$ cat src/rtl/if_fetch_unit.sv
// if_fetch_unit: IF stage owning the PC, in-order fetch queue to imem, bubble insertion and redirect flush
module if_fetch_unit #(
    parameter logic [31:0] RESET_PC   = 32'h0000_0000,
    parameter int unsigned FIFO_DEPTH = 2,
    parameter logic [31:0] NOP_INSTR  = 32'h0000_0000
) (
    input  logic        clk,
    input  logic        rst_n,
    input  logic        stall,
    input  logic        redirect_valid,
    input  logic [31:0] redirect_target,
    output logic        imem_req_valid,
    input  logic        imem_req_ready,
    output logic [31:0] imem_req_addr,
    input  logic        imem_resp_valid,
    input  logic [31:0] imem_resp_data,
    output logic [31:0] instruction_next,
    output logic [31:0] inst_address_next,
    output logic        fetch_bubble
);
    localparam int unsigned PW = $clog2(FIFO_DEPTH);
    localparam int unsigned CW = PW + 1;
    localparam logic [CW:0] DEPTH_LIM = (CW + 1)'(FIFO_DEPTH);

    logic [31:0]           pc;
    logic [31:0]           q_addr [FIFO_DEPTH];
    logic [31:0]           q_data [FIFO_DEPTH];
    logic [FIFO_DEPTH-1:0] q_filled;
    logic [PW-1:0]         head, tail, fill;
    logic [CW-1:0]         cnt, unfilled_cnt, drop_cnt;
    logic                  head_filled, deliver, issue, drop_resp, fill_resp, pop;
    logic                  unused_target_lsbs;

    assign unused_target_lsbs = ^redirect_target[1:0];

    // Handshake decisions and IF/ID outputs, all derived from registered state
    always_comb begin
        head_filled       = (cnt != '0) && q_filled[head];
        deliver           = rst_n && !redirect_valid && head_filled;
        imem_req_valid    = rst_n && !redirect_valid && (({1'b0, cnt} + {1'b0, drop_cnt}) < DEPTH_LIM);
        imem_req_addr     = pc;
        issue             = imem_req_valid && imem_req_ready;
        drop_resp         = imem_resp_valid && (drop_cnt != '0);
        fill_resp         = imem_resp_valid && (drop_cnt == '0) && (unfilled_cnt != '0);
        pop               = deliver && !stall;
        instruction_next  = deliver ? q_data[head] : NOP_INSTR;
        fetch_bubble      = !deliver;
        inst_address_next = !rst_n ? 32'h0 : ((cnt != '0) ? q_addr[head] : pc);
    end

    // PC, queue pointers/counters and stale-response bookkeeping; redirect flushes everything allocated
    always_ff @(posedge clk) begin
        if (!rst_n) begin
            pc           <= RESET_PC;
            cnt          <= '0;
            unfilled_cnt <= '0;
            drop_cnt     <= '0;
            head         <= '0;
            tail         <= '0;
            fill         <= '0;
            q_filled     <= '0;
        end else if (redirect_valid) begin
            pc           <= {redirect_target[31:2], 2'b00};
            cnt          <= '0;
            unfilled_cnt <= '0;
            drop_cnt     <= drop_cnt + unfilled_cnt - CW'(drop_resp || fill_resp);
            head         <= '0;
            tail         <= '0;
            fill         <= '0;
            q_filled     <= '0;
        end else begin
            if (issue) pc <= pc + 32'd4;
            cnt          <= cnt + CW'(issue) - CW'(pop);
            unfilled_cnt <= unfilled_cnt + CW'(issue) - CW'(fill_resp);
            drop_cnt     <= drop_cnt - CW'(drop_resp);
            head         <= head + PW'(pop);
            tail         <= tail + PW'(issue);
            fill         <= fill + PW'(fill_resp);
            if (pop) q_filled[head] <= 1'b0;
            if (fill_resp) q_filled[fill] <= 1'b1;
        end
    end

    // Queue payload storage; validity is tracked separately so no reset is needed here
    always_ff @(posedge clk) begin
        if (issue) q_addr[tail] <= pc;
        if (fill_resp) q_data[fill] <= imem_resp_data;
    end
endmodule

$ cat config.mk
export PLATFORM = sky130hd
export DESIGN_NAME = if_fetch_unit
export DESIGN_NICKNAME = d
export VERILOG_FILES = /design/src/rtl/if_fetch_unit.sv
export SDC_FILE = /design/constraint.sdc
export NUM_CORES = 1
export LEC_CHECK = 0
export ABC_CLOCK_PERIOD_IN_PS = 8300
export BUFFER_PORTS_ARGS = -buffer_cell sky130_fd_sc_hd__buf_2
export CAP_MARGIN = 40
export CELL_PAD_IN_SITES_DETAIL_PLACEMENT = 1
export CELL_PAD_IN_SITES_GLOBAL_PLACEMENT = 1
export CORE_UTILIZATION = 46
export CTS_CLUSTER_SIZE = 14
export DETAILED_ROUTE_END_ITERATION = 12
export HOLD_SLACK_MARGIN = 0.08
export PLACE_DENSITY = 0.95
export SYNTH_ARGS = -nofsm -noshare
export SYNTH_HDL_FRONTEND = slang
export SYNTH_SLANG_ARGS = --single-unit
$ cat constraint.sdc
create_clock -name clk -period 8.3 [get_ports clk]
set_input_delay 0.415 -clock clk [delete_from_list [all_inputs] [get_ports clk]]
set_output_delay 0.415 -clock clk [all_outputs]
set_load 0.005 [all_outputs]
==> impl_metrics.toml, run 1 <==
[run_status]
outcome = "completed"

[place]
gp_congestion = 0.782
portBuffers = 161
dp_hpwl_um = 14200

[timing]
timing.slew.headroom_pct = 33.8
max_freq_ghz = 0.266
drv_slew = 0
worstMarginPinSlew_ns = 0.985
layout_min_cycle_time_ns = 3.76
clock_skew_ns = 0.0113
final-hold-violation-count = 0
min_period_over_period_pct = 45.3
rsz0062_at_grt = "false"
setup_viol = 0
fin_tns_setup_ns = 0

[routing]
dr.pass1.iters = 4
routedWlPerCell_um = 23.0
dr.first_iter.drc_count = 562
route.detailed.drc = 0
vias = 5879
detail-route-antenna-nets = 0
viasPerCell = 5.92
wl_um = 22800

[setup_path]
cpPeakStageDelay_ns = 0.77
regToRegStartpoint = "cnt[0]"
crit_family = "adder cells"
worstPathArrival_ns = 3.87
cp-start-kind = "register"
worst-r2r-cell-count = 8
cp-end-kind = "register"
worst-path-buf-inv = 3
crit_fanout = 16
critical_path_required_ns = 8.41
path_cells = "and2_1 -> fa_1 -> nor3b_1 -> buf_4 -> nand2_1 -> clkinv_1 -> ha_1 -> buf_4"
crit_top_cell = "buf_4"
setup.worst_path.class = "register to register"
reg2reg_to = "q_addr[0][4]"
rrSetupSlack_ns = 4.54
cpMaxStageDelayCell = "ha_1"

[min_path]
hold_start = "imem_resp_data[29]"
hp-class = "input pin to register"
min_path_cells = 1
holdPathEnd = "q_data[1][29]"

[synthesis]
yosysSeqAreaShare_pct = 61.4
ys_seq_elements = 165
synth_ff_type = "edfxtp_1"
syn_area_um2 = 7410
synth.avg_cell_area_um2 = 12.1
synth_warnings = 0
postSynthCellCount = 613
synth_enable_flop_cells = 124
async_reset_ff_share_pct = 0
ys_types = 51

[clocking]
cts_setup_buffers = 0
cts_tree = "yes"
root_buffer = "clkbuf_16"
htree_levels = 4
post_cts_resized = 0
cts_hold_buf = 0
worstSkewPairLatency_ns = 0.44
clkTransAtPathRegs_ns = 0.06
cts_max_path_buffers = 2
numCtsBuffers = 17
cts.sinks = 165

[power_and_ir_drop]
ir_worst_vdd_v = 0.000153
p_per_area_nw_per_um2 = 213
p_leak_nw = 3.31

[floorplanning]
ioPinCount = 168
core_area_um2 = 15800
rows = 46
die_area_um2 = 16600
die_h_um = 129
die_w_um = 129
initial_core_util_pct = 46.8

[grt]
grt_max_degree = 43
grt_pass1_wl_um = 34500
grt-ovfl-total = 0
grt_pass1_vias = 6130
grt_use_total_pct = 28.3
antenna_found_initial = 3

[finish]
fillCellCount = 1677
drive_gt1_share_pct = 26.8
syn_to_final_growth_pct = 22.4
nets = 842
final_util_pct = 57.3

[flow_run]
max_cap_violations = 0
[sequential cells by signal (all words and copies together), names as in the netlist, 2 cells and up]
register and cells:
q_data 64, imem_req_addr 30, cnt 2, unfilled_cnt 2, q_addr 60, drop_cnt 2
q_filled 2
[cell type report]
type | instances | area, um^2 | area share [%]
Antenna cell | 2 | 5.00 | 0.0552
Clock buffer | 19 | 433 | 4.78
Clock inverter | 13 | 180 | 1.99
Inverter | 9 | 33.8 | 0.373
Multi-Input combinational cell | 396 | 2650 | 29.2
Sequential cell | 165 | 4550 | 50.2
Tap cell | 216 | 270 | 2.98
Timing Repair Buffer | 173 | 943 | 10.4
[synth_stat cells (all sizes together), types with 9 or more instances]
cell    instances  area, um^2
nand2          24        90.1
dfxtp          41         821
clkbuf         31         116
edfxtp        124        3720
or4            11        82.6
a31oi          14        87.6
nand4          13        81.3
nand3          18        90.1
nor3           11        55.1
o21ai          20         100
buf            15        73.8
ha              9         113
nor2           80         300
a211oi         37         278
mux2i          65         651
[per-stage QoR]
stage,setup WS (ns),hold slack (ns),cells,power [mW],area (um^2)
after detailed placement,4.45,0.488,958,1.10,8430
after CTS,4.60,0.145,990,1.94,9040
after floorplan,4.94,0.448,616,1.03,7420
after global placement,4.59,0.460,956,1.09,8380
final,4.54,0.168,993,1.93,9060
after global routing,4.42,0.155,992,1.98,9060
[cells in the final DEF (no fill, tap or decap), drive strengths merged, types with 7 or more instances in the layout]
cell    synthesis  final
o21ai          20     20
a31oi          14     14
dfxtp          41     41
a211oi         37     37
or4            11     11
nor3           11     11
nand4          13     13
clkbuf         31     19
ha              9      9
inv             7      9
edfxtp        124    124
buf            15    173
and3            7      7
nand2          24     24
nor2           80     80
nand3          18     18
mux2i          65     65
clkinv          2      8
xor2            7      7
[worst max path at each step]
| stage | from | to | slack (ns) | depth (start not counted) |
|---|---|---|---|---|
| CTS | cnt[0] | q_addr[0][4] | 4.60 | 8 |
| finish | cnt[0] | q_addr[0][4] | 4.54 | 8 |
| detailed placement | rst_n | q_addr[0][2] | 4.45 | 6 |
| global placement | rst_n | q_addr[0][5] | 4.59 | 6 |
| global route | cnt[0] | q_addr[0][4] | 4.42 | 8 |
| floorplan | cnt[0] | q_addr[1][10] | 4.94 | 6 |
[layer usage]
layer  up-vias  share of wire [%]  track usage [%]
met2       246                 52             49.9
met1      2905                 38             30.6
li1       2631                  -                -
met4         2                4.7             17.7
met5         -              0.035                0
met3        95                5.3             6.86
[cell families (layout without fill, tap and decap cells)]
| kind of cell | count (synthesis) | count (layout) | share of synthesized area [%] |
|---|---|---|---|
| flip-flops | 165 | 165 | 61.4 |
| adder cells (fa/ha/maj) | 10 | 10 | 1.79 |
| AO/OA/AOI/OAI | 104 | 104 | 9.68 |
| buffers and inverters | 55 | 214 | 3.02 |
| multiplexers | 65 | 65 | 8.79 |
| XOR/XNOR | 14 | 14 | 1.86 |
| AND/OR/NAND/NOR | 199 | 199 | 13.4 |
| other | 1 | 6 | 0.0506 |
[power breakdown]
part / switching (mW) / internal, mW / leakage, nW
registers: 0.0339 / 0.912 / 1.47
logic: 0.0901 / 0.0594 / 1.54
clock network: 0.332 / 0.503 / 0.297
total: 0.456 / 1.47 / 3.31
Note: power is estimated with default switching activity, not from simulation.
==> inputs of run 2 (changes only) <==
==> config.mk (replaced) <==
export PLATFORM = sky130hd
export DESIGN_NAME = if_fetch_unit
export DESIGN_NICKNAME = d
export VERILOG_FILES = /design/src/rtl/if_fetch_unit.sv
export SDC_FILE = /design/constraint.sdc
export NUM_CORES = 1
export LEC_CHECK = 0
export ABC_CLOCK_PERIOD_IN_PS = 3170
export BUFFER_PORTS_ARGS = -buffer_cell sky130_fd_sc_hd__buf_2
export CAP_MARGIN = 40
export CELL_PAD_IN_SITES_DETAIL_PLACEMENT = 1
export CELL_PAD_IN_SITES_GLOBAL_PLACEMENT = 1
export CORE_UTILIZATION = 39
export CTS_CLUSTER_SIZE = 14
export DETAILED_ROUTE_END_ITERATION = 12
export HOLD_SLACK_MARGIN = 0.08
export PLACE_DENSITY = 0.87
export SYNTH_ARGS = -nofsm -noshare
export SYNTH_HDL_FRONTEND = slang
export SYNTH_SLANG_ARGS = --single-unit
==> constraint.sdc (replaced) <==
create_clock -name clk -period 3.17 [get_ports clk]
set_input_delay 0.1585 -clock clk [delete_from_list [all_inputs] [get_ports clk]]
set_output_delay 0.1585 -clock clk [all_outputs]
set_load 0.005 [all_outputs]
==> run 2 against run 1 <==
Setup slack worse by 4.3 ns. Non-clock buffer count up 57. Register-to-register slack worse by 4.3 ns. Combinational power rose to 2.9 times the previous value. Hold slack worse by 0.077 ns. Die area up 18%. Global-route usage down 5.6 points. Clock power up 140%. Clock skew down 0.0034 ns. Utilization down 5.8 points. Sequential share of layout area down 2.7 points. Flip-flop and latch count unchanged. Largest cell class unchanged.
==> impl_metrics.toml, run 2 (same netlist as run 1, synthesis figures left out) <==
[run_status]
outcome = "completed"

[place]
dp_slack_ns = 0.333
place_area_um2 = 8500
dp_cells = 984
dp_hpwl_um = 13500
gp_congestion = 0.786
portBuffers = 161

[timing]
setup_viol = 0
setup_slack_ns = 0.272
worstMarginPinSlew_ns = 0.936
max_freq_ghz = 0.345
timing.slew.headroom_pct = 37.1
final-hold-violation-count = 0
whs_ns = 0.0916
fin_tns_setup_ns = 0
min_period_over_period_pct = 91.4
layout_min_cycle_time_ns = 2.90
clock_skew_ns = 0.00795
drv_slew = 0
rsz0062_at_grt = "false"

[setup_path]
cpPeakStageDelay_ns = 0.68
path_cells = "and2_1 -> fa_1 -> or3b_1 -> or4_1 -> or4_1 -> a31oi_1"
worstPathArrival_ns = 3.25
cp-start-kind = "register"
crit_fanout = 8
worst-path-buf-inv = 0
crit_family = "simple AND/OR/NAND/NOR gates"
critical_path_required_ns = 3.52
rrSetupSlack_ns = 0.27
cpMaxStageDelayCell = "or4_1"
crit_top_cell = "or4_1"
setup.worst_path.class = "register to register"
cp-end-kind = "register"

[clocking]
cts.sinks = 165
numCtsBuffers = 17
clkTransAtPathRegs_ns = 0.07
root_buffer = "clkbuf_16"
cts_setup_buffers = 0
cts_max_path_buffers = 2
cts_hold_buf = 50
cts_tree = "yes"
htree_levels = 4
worstSkewPairLatency_ns = 0.43
post_cts_resized = 0

[power_and_ir_drop]
power.share.clock_pct = 41.1
p_sw_share_pct = 25.0
p_per_area_nw_per_um2 = 517
power_mw = 4.95
p_leak_nw = 3.52
p_sw_mw = 1.24
pwr-share-comb_pct = 8.9
ir_worst_vdd_v = 0.000429
seqPwrFrac_pct = 50.0
p_int_mw = 3.72

[min_path]
hp-class = "input pin to register"

[floorplanning]
ioPinCount = 168
rows = 50
core_area_um2 = 18600
die_w_um = 140
initial_core_util_pct = 39.7
die_h_um = 140
die_area_um2 = 19500

[routing]
vias = 6015
dr.pass1.iters = 5
detail-route-antenna-nets = 0
route.detailed.drc = 0
viasPerCell = 5.63
routedWlPerCell_um = 20.4
dr.first_iter.drc_count = 389
wl_um = 21800

[flow_run]
max_cap_violations = 0

[grt]
grt-ovfl-total = 0
grt_max_degree = 36
grt_pass1_vias = 6142
antenna_found_initial = 4
grt_pass1_wl_um = 33900
grt_use_total_pct = 22.7

[finish]
drive_gt1_share_pct = 26.3
nets = 899
final_area_um2 = 9590
final_util_pct = 51.4
final_common_cell = "buf_2"
final_cell_mix = "buf_2 (161), edfxtp_1 (124), nor2_1 (79)"
fillCellCount = 1986
instances_no_fill = 1069
largest_reg_flops = 64
regMostFlops = "q_data"
syn_to_final_growth_pct = 29.5
[run 2: power by group through the flow]
stage | clock network, mW | logic (mW) | registers [mW]
global placement | 0 | 0.352 | 2.51
global route | 2.15 | 0.479 | 2.49
finish | 2.04 | 0.439 | 2.48
CTS | 2.06 | 0.432 | 2.47
detailed placement | 0 | 0.373 | 2.52
floorplan | 0 | 0.200 | 2.49
[run 2: worst paths after layout]
kind / to / startpoint / cells after the start
worst min register to register: q_filled[0] / q_filled[0] / 2
worst min-delay path: imem_req_addr[13] / redirect_target[13] / 3
worst max-delay path: imem_req_addr[20] / cnt[0] / 6
worst max register to register: imem_req_addr[20] / cnt[0] / 6
[run 2: layout make-up]
cell class	instances	area (um^2)	share of cell area (%)
inverters	9	33.8	0.352
clock inverters	14	141	1.47
diodes	3	7.51	0.0783
well taps	234	293	3.05
clock buffers	18	439	4.58
repair buffers	230	1470	15.4
flip-flops and latches	165	4550	47.4
multi-input cells	396	2650	27.7
[run 2: worst register-to-register path: stages, from the launching register on]
cell	delay, ns
dfxtp_1	0.34
and2_1	0.17
fa_1	0.48
or3b_1	0.45
or4_1	0.68
or4_1	0.53
a31oi_1	0.18
[run 2: per-layer routing]
layer | vias up | track usage (%) | wire [um]
li1 | 2756 | - | -
met1 | 2985 | 27.3 | 8790
met4 | 2 | 11.0 | 718
met2 | 214 | 38.9 | 11400
met3 | 58 | 4.58 | 919
met5 | - | 0 | 13
==> inputs of run 3 (changes only) <==
--- a/config.mk
+++ b/config.mk
@@ -10,11 +10,13 @@
 export CAP_MARGIN = 40
 export CELL_PAD_IN_SITES_DETAIL_PLACEMENT = 1
 export CELL_PAD_IN_SITES_GLOBAL_PLACEMENT = 1
+export CORE_MARGIN = 4
 export CORE_UTILIZATION = 39
 export CTS_CLUSTER_SIZE = 14
 export DETAILED_ROUTE_END_ITERATION = 12
 export HOLD_SLACK_MARGIN = 0.08
 export PLACE_DENSITY = 0.87
+export RECOVER_POWER = 100
 export SYNTH_ARGS = -nofsm -noshare
 export SYNTH_HDL_FRONTEND = slang
 export SYNTH_SLANG_ARGS = --single-unit
==> run 3 against run 2 <==
Clock power increased by 2%. Critical path type unchanged. Routed wire length increased by 4.7%. Non-clock buffer count increased by 7. Global-route usage decreased by 1.4 points. Sequential power about the same. Final area decreased by 1.1%. Largest cell class unchanged. Combinational power decreased by 1%. First-iteration DRC count increased by 11%.
==> impl_metrics.toml, run 3 (same netlist as run 1, synthesis figures left out) <==
[run_status]
outcome = "completed"

[place]
portBuffers = 161
dp_cells = 988
gp_congestion = 0.786
dp_hpwl_um = 14100

[floorplanning]
die_w_um = 146
ioPinCount = 168
die_area_um2 = 21300
core_area_um2 = 18700
die_h_um = 146
rows = 50
initial_core_util_pct = 39.6

[routing]
dr.first_iter.drc_count = 431
wl_um = 22800
detail-route-antenna-nets = 0
routedWlPerCell_um = 21.3
vias = 6037
viasPerCell = 5.62
route.detailed.drc = 0
dr.pass1.iters = 5

[finish]
final_cell_mix = "edfxtp_1 (124), clkbuf_1 (112), nor2_1 (80)"
nets = 906
multi_input_area_um2 = 2650
drive_gt1_share_pct = 13.0
syn_to_final_growth_pct = 28.0
final_common_cell = "edfxtp_1"
largest_reg_flops = 64
instances_no_fill = 1074
regArea_um2 = 4550
regMostFlops = "q_data"
fillCellCount = 2042

[timing]
min_period_over_period_pct = 92.9
whs_ns = 0.114
clock_skew_ns = 0.0126
worstMarginPinSlew_ns = 1.03
layout_min_cycle_time_ns = 2.95
final-hold-violation-count = 0
drv_slew = 0
setup_viol = 0
fin_tns_setup_ns = 0
timing.slew.headroom_pct = 31.5
max_freq_ghz = 0.340
rsz0062_at_grt = "false"

[clocking]
cts.sinks = 165
worstSkewPairLatency_ns = 0.43
htree_levels = 4
cts_max_path_buffers = 2
cts_tree = "yes"
clkTransAtPathRegs_ns = 0.06
numCtsBuffers = 17
root_buffer = "clkbuf_16"

[grt]
grt_use_total_pct = 21.3
grt-ovfl-total = 0
grt_max_degree = 44
grt_pass1_wl_um = 35400
antenna_found_initial = 2
grt_pass1_vias = 6367

[setup_path]
crit_family = "buffers and inverters"
rrSetupSlack_ns = 0.22
worstPathArrival_ns = 3.05
path_cells = "and2_0 -> fa_1 -> nor3b_1 -> buf_4 -> nand2_1 -> clkinv_1 -> ha_1 -> clkbuf_4"
cpMaxStageDelayCell = "fa_1"
cp-start-kind = "register"
worst-path-buf-inv = 3
worst-r2r-cell-count = 8
cp-end-kind = "register"
cpPeakStageDelay_ns = 0.47
critical_path_required_ns = 3.28
crit_fanout = 15
setup.worst_path.class = "register to register"
path_depth = 8

[power_and_ir_drop]
p_leak_nw = 3.13
p_per_area_nw_per_um2 = 527
power_mw = 5.00
ir_worst_vdd_v = 0.000438

[min_path]
hp-class = "input pin to register"
min_path_cells = 3

[flow_run]
max_cap_violations = 0
## run 3: path summary, 6_finish.rpt
check | start | end
hold reg to reg | fill | q_filled[1]
hold / removal | redirect_target[18] | imem_req_addr[18]
setup reg to reg | drop_cnt[0] | q_addr[0][3]
setup / recovery | drop_cnt[0] | q_addr[0][3]
## run 3: tightest hold or removal path, delay by kind of cell
family                 cells  cell delay, ns
AOI/OAI and AO/OA          2            0.24
buffers and inverters      1            0.09
## run 3: report_power, final
group	internal, mW	total (mW)	leakage (nW)	switching (mW)
Clock	1.23	2.09	0.271	0.858
Sequential	2.39	2.48	1.47	0.0884
Combinational	0.188	0.433	1.39	0.245
## run 3: timing repair
action / in CTS / in global routing
setup buffers: 0 / 0
hold buffers: 53 / 0
resized for setup: 0 / 0
setup endpoints to repair: 0 / 0
endpoints found under the hold margin: 86 / 0
## run 3: metrics by stage
step                      setup WS, ns  area (um^2)  util (%)
final                            0.225         9480      50.7
after global placement           0.421         8520      45.6
after CTS                        0.282         9670      51.7
after detailed placement         0.358         8540      45.7
after floorplan                  0.306         7420         -
after global routing            0.0834         9480      50.7
## run 3: layout make-up
| class | instances | area share, % |
|---|---|---|
| repair buffers | 237 | 14.4 |
| multi-input cells | 396 | 27.9 |
| well taps | 234 | 3.09 |
| inverters | 9 | 0.356 |
| flip-flops and latches | 165 | 47.9 |
| clock inverters | 10 | 1.29 |
| diodes | 1 | 0.0264 |
| clock buffers | 22 | 5.00 |
## run 3: layer usage
layer | wire length, um | share of wire [%] | global-route usage, %
met1 | 8590 | 38 | 23.7
met2 | 12300 | 54 | 38.3
met3 | 1080 | 4.7 | 4.20
met4 | 909 | 4.0 | 11.3
met5 | 13 | 0.057 | 0
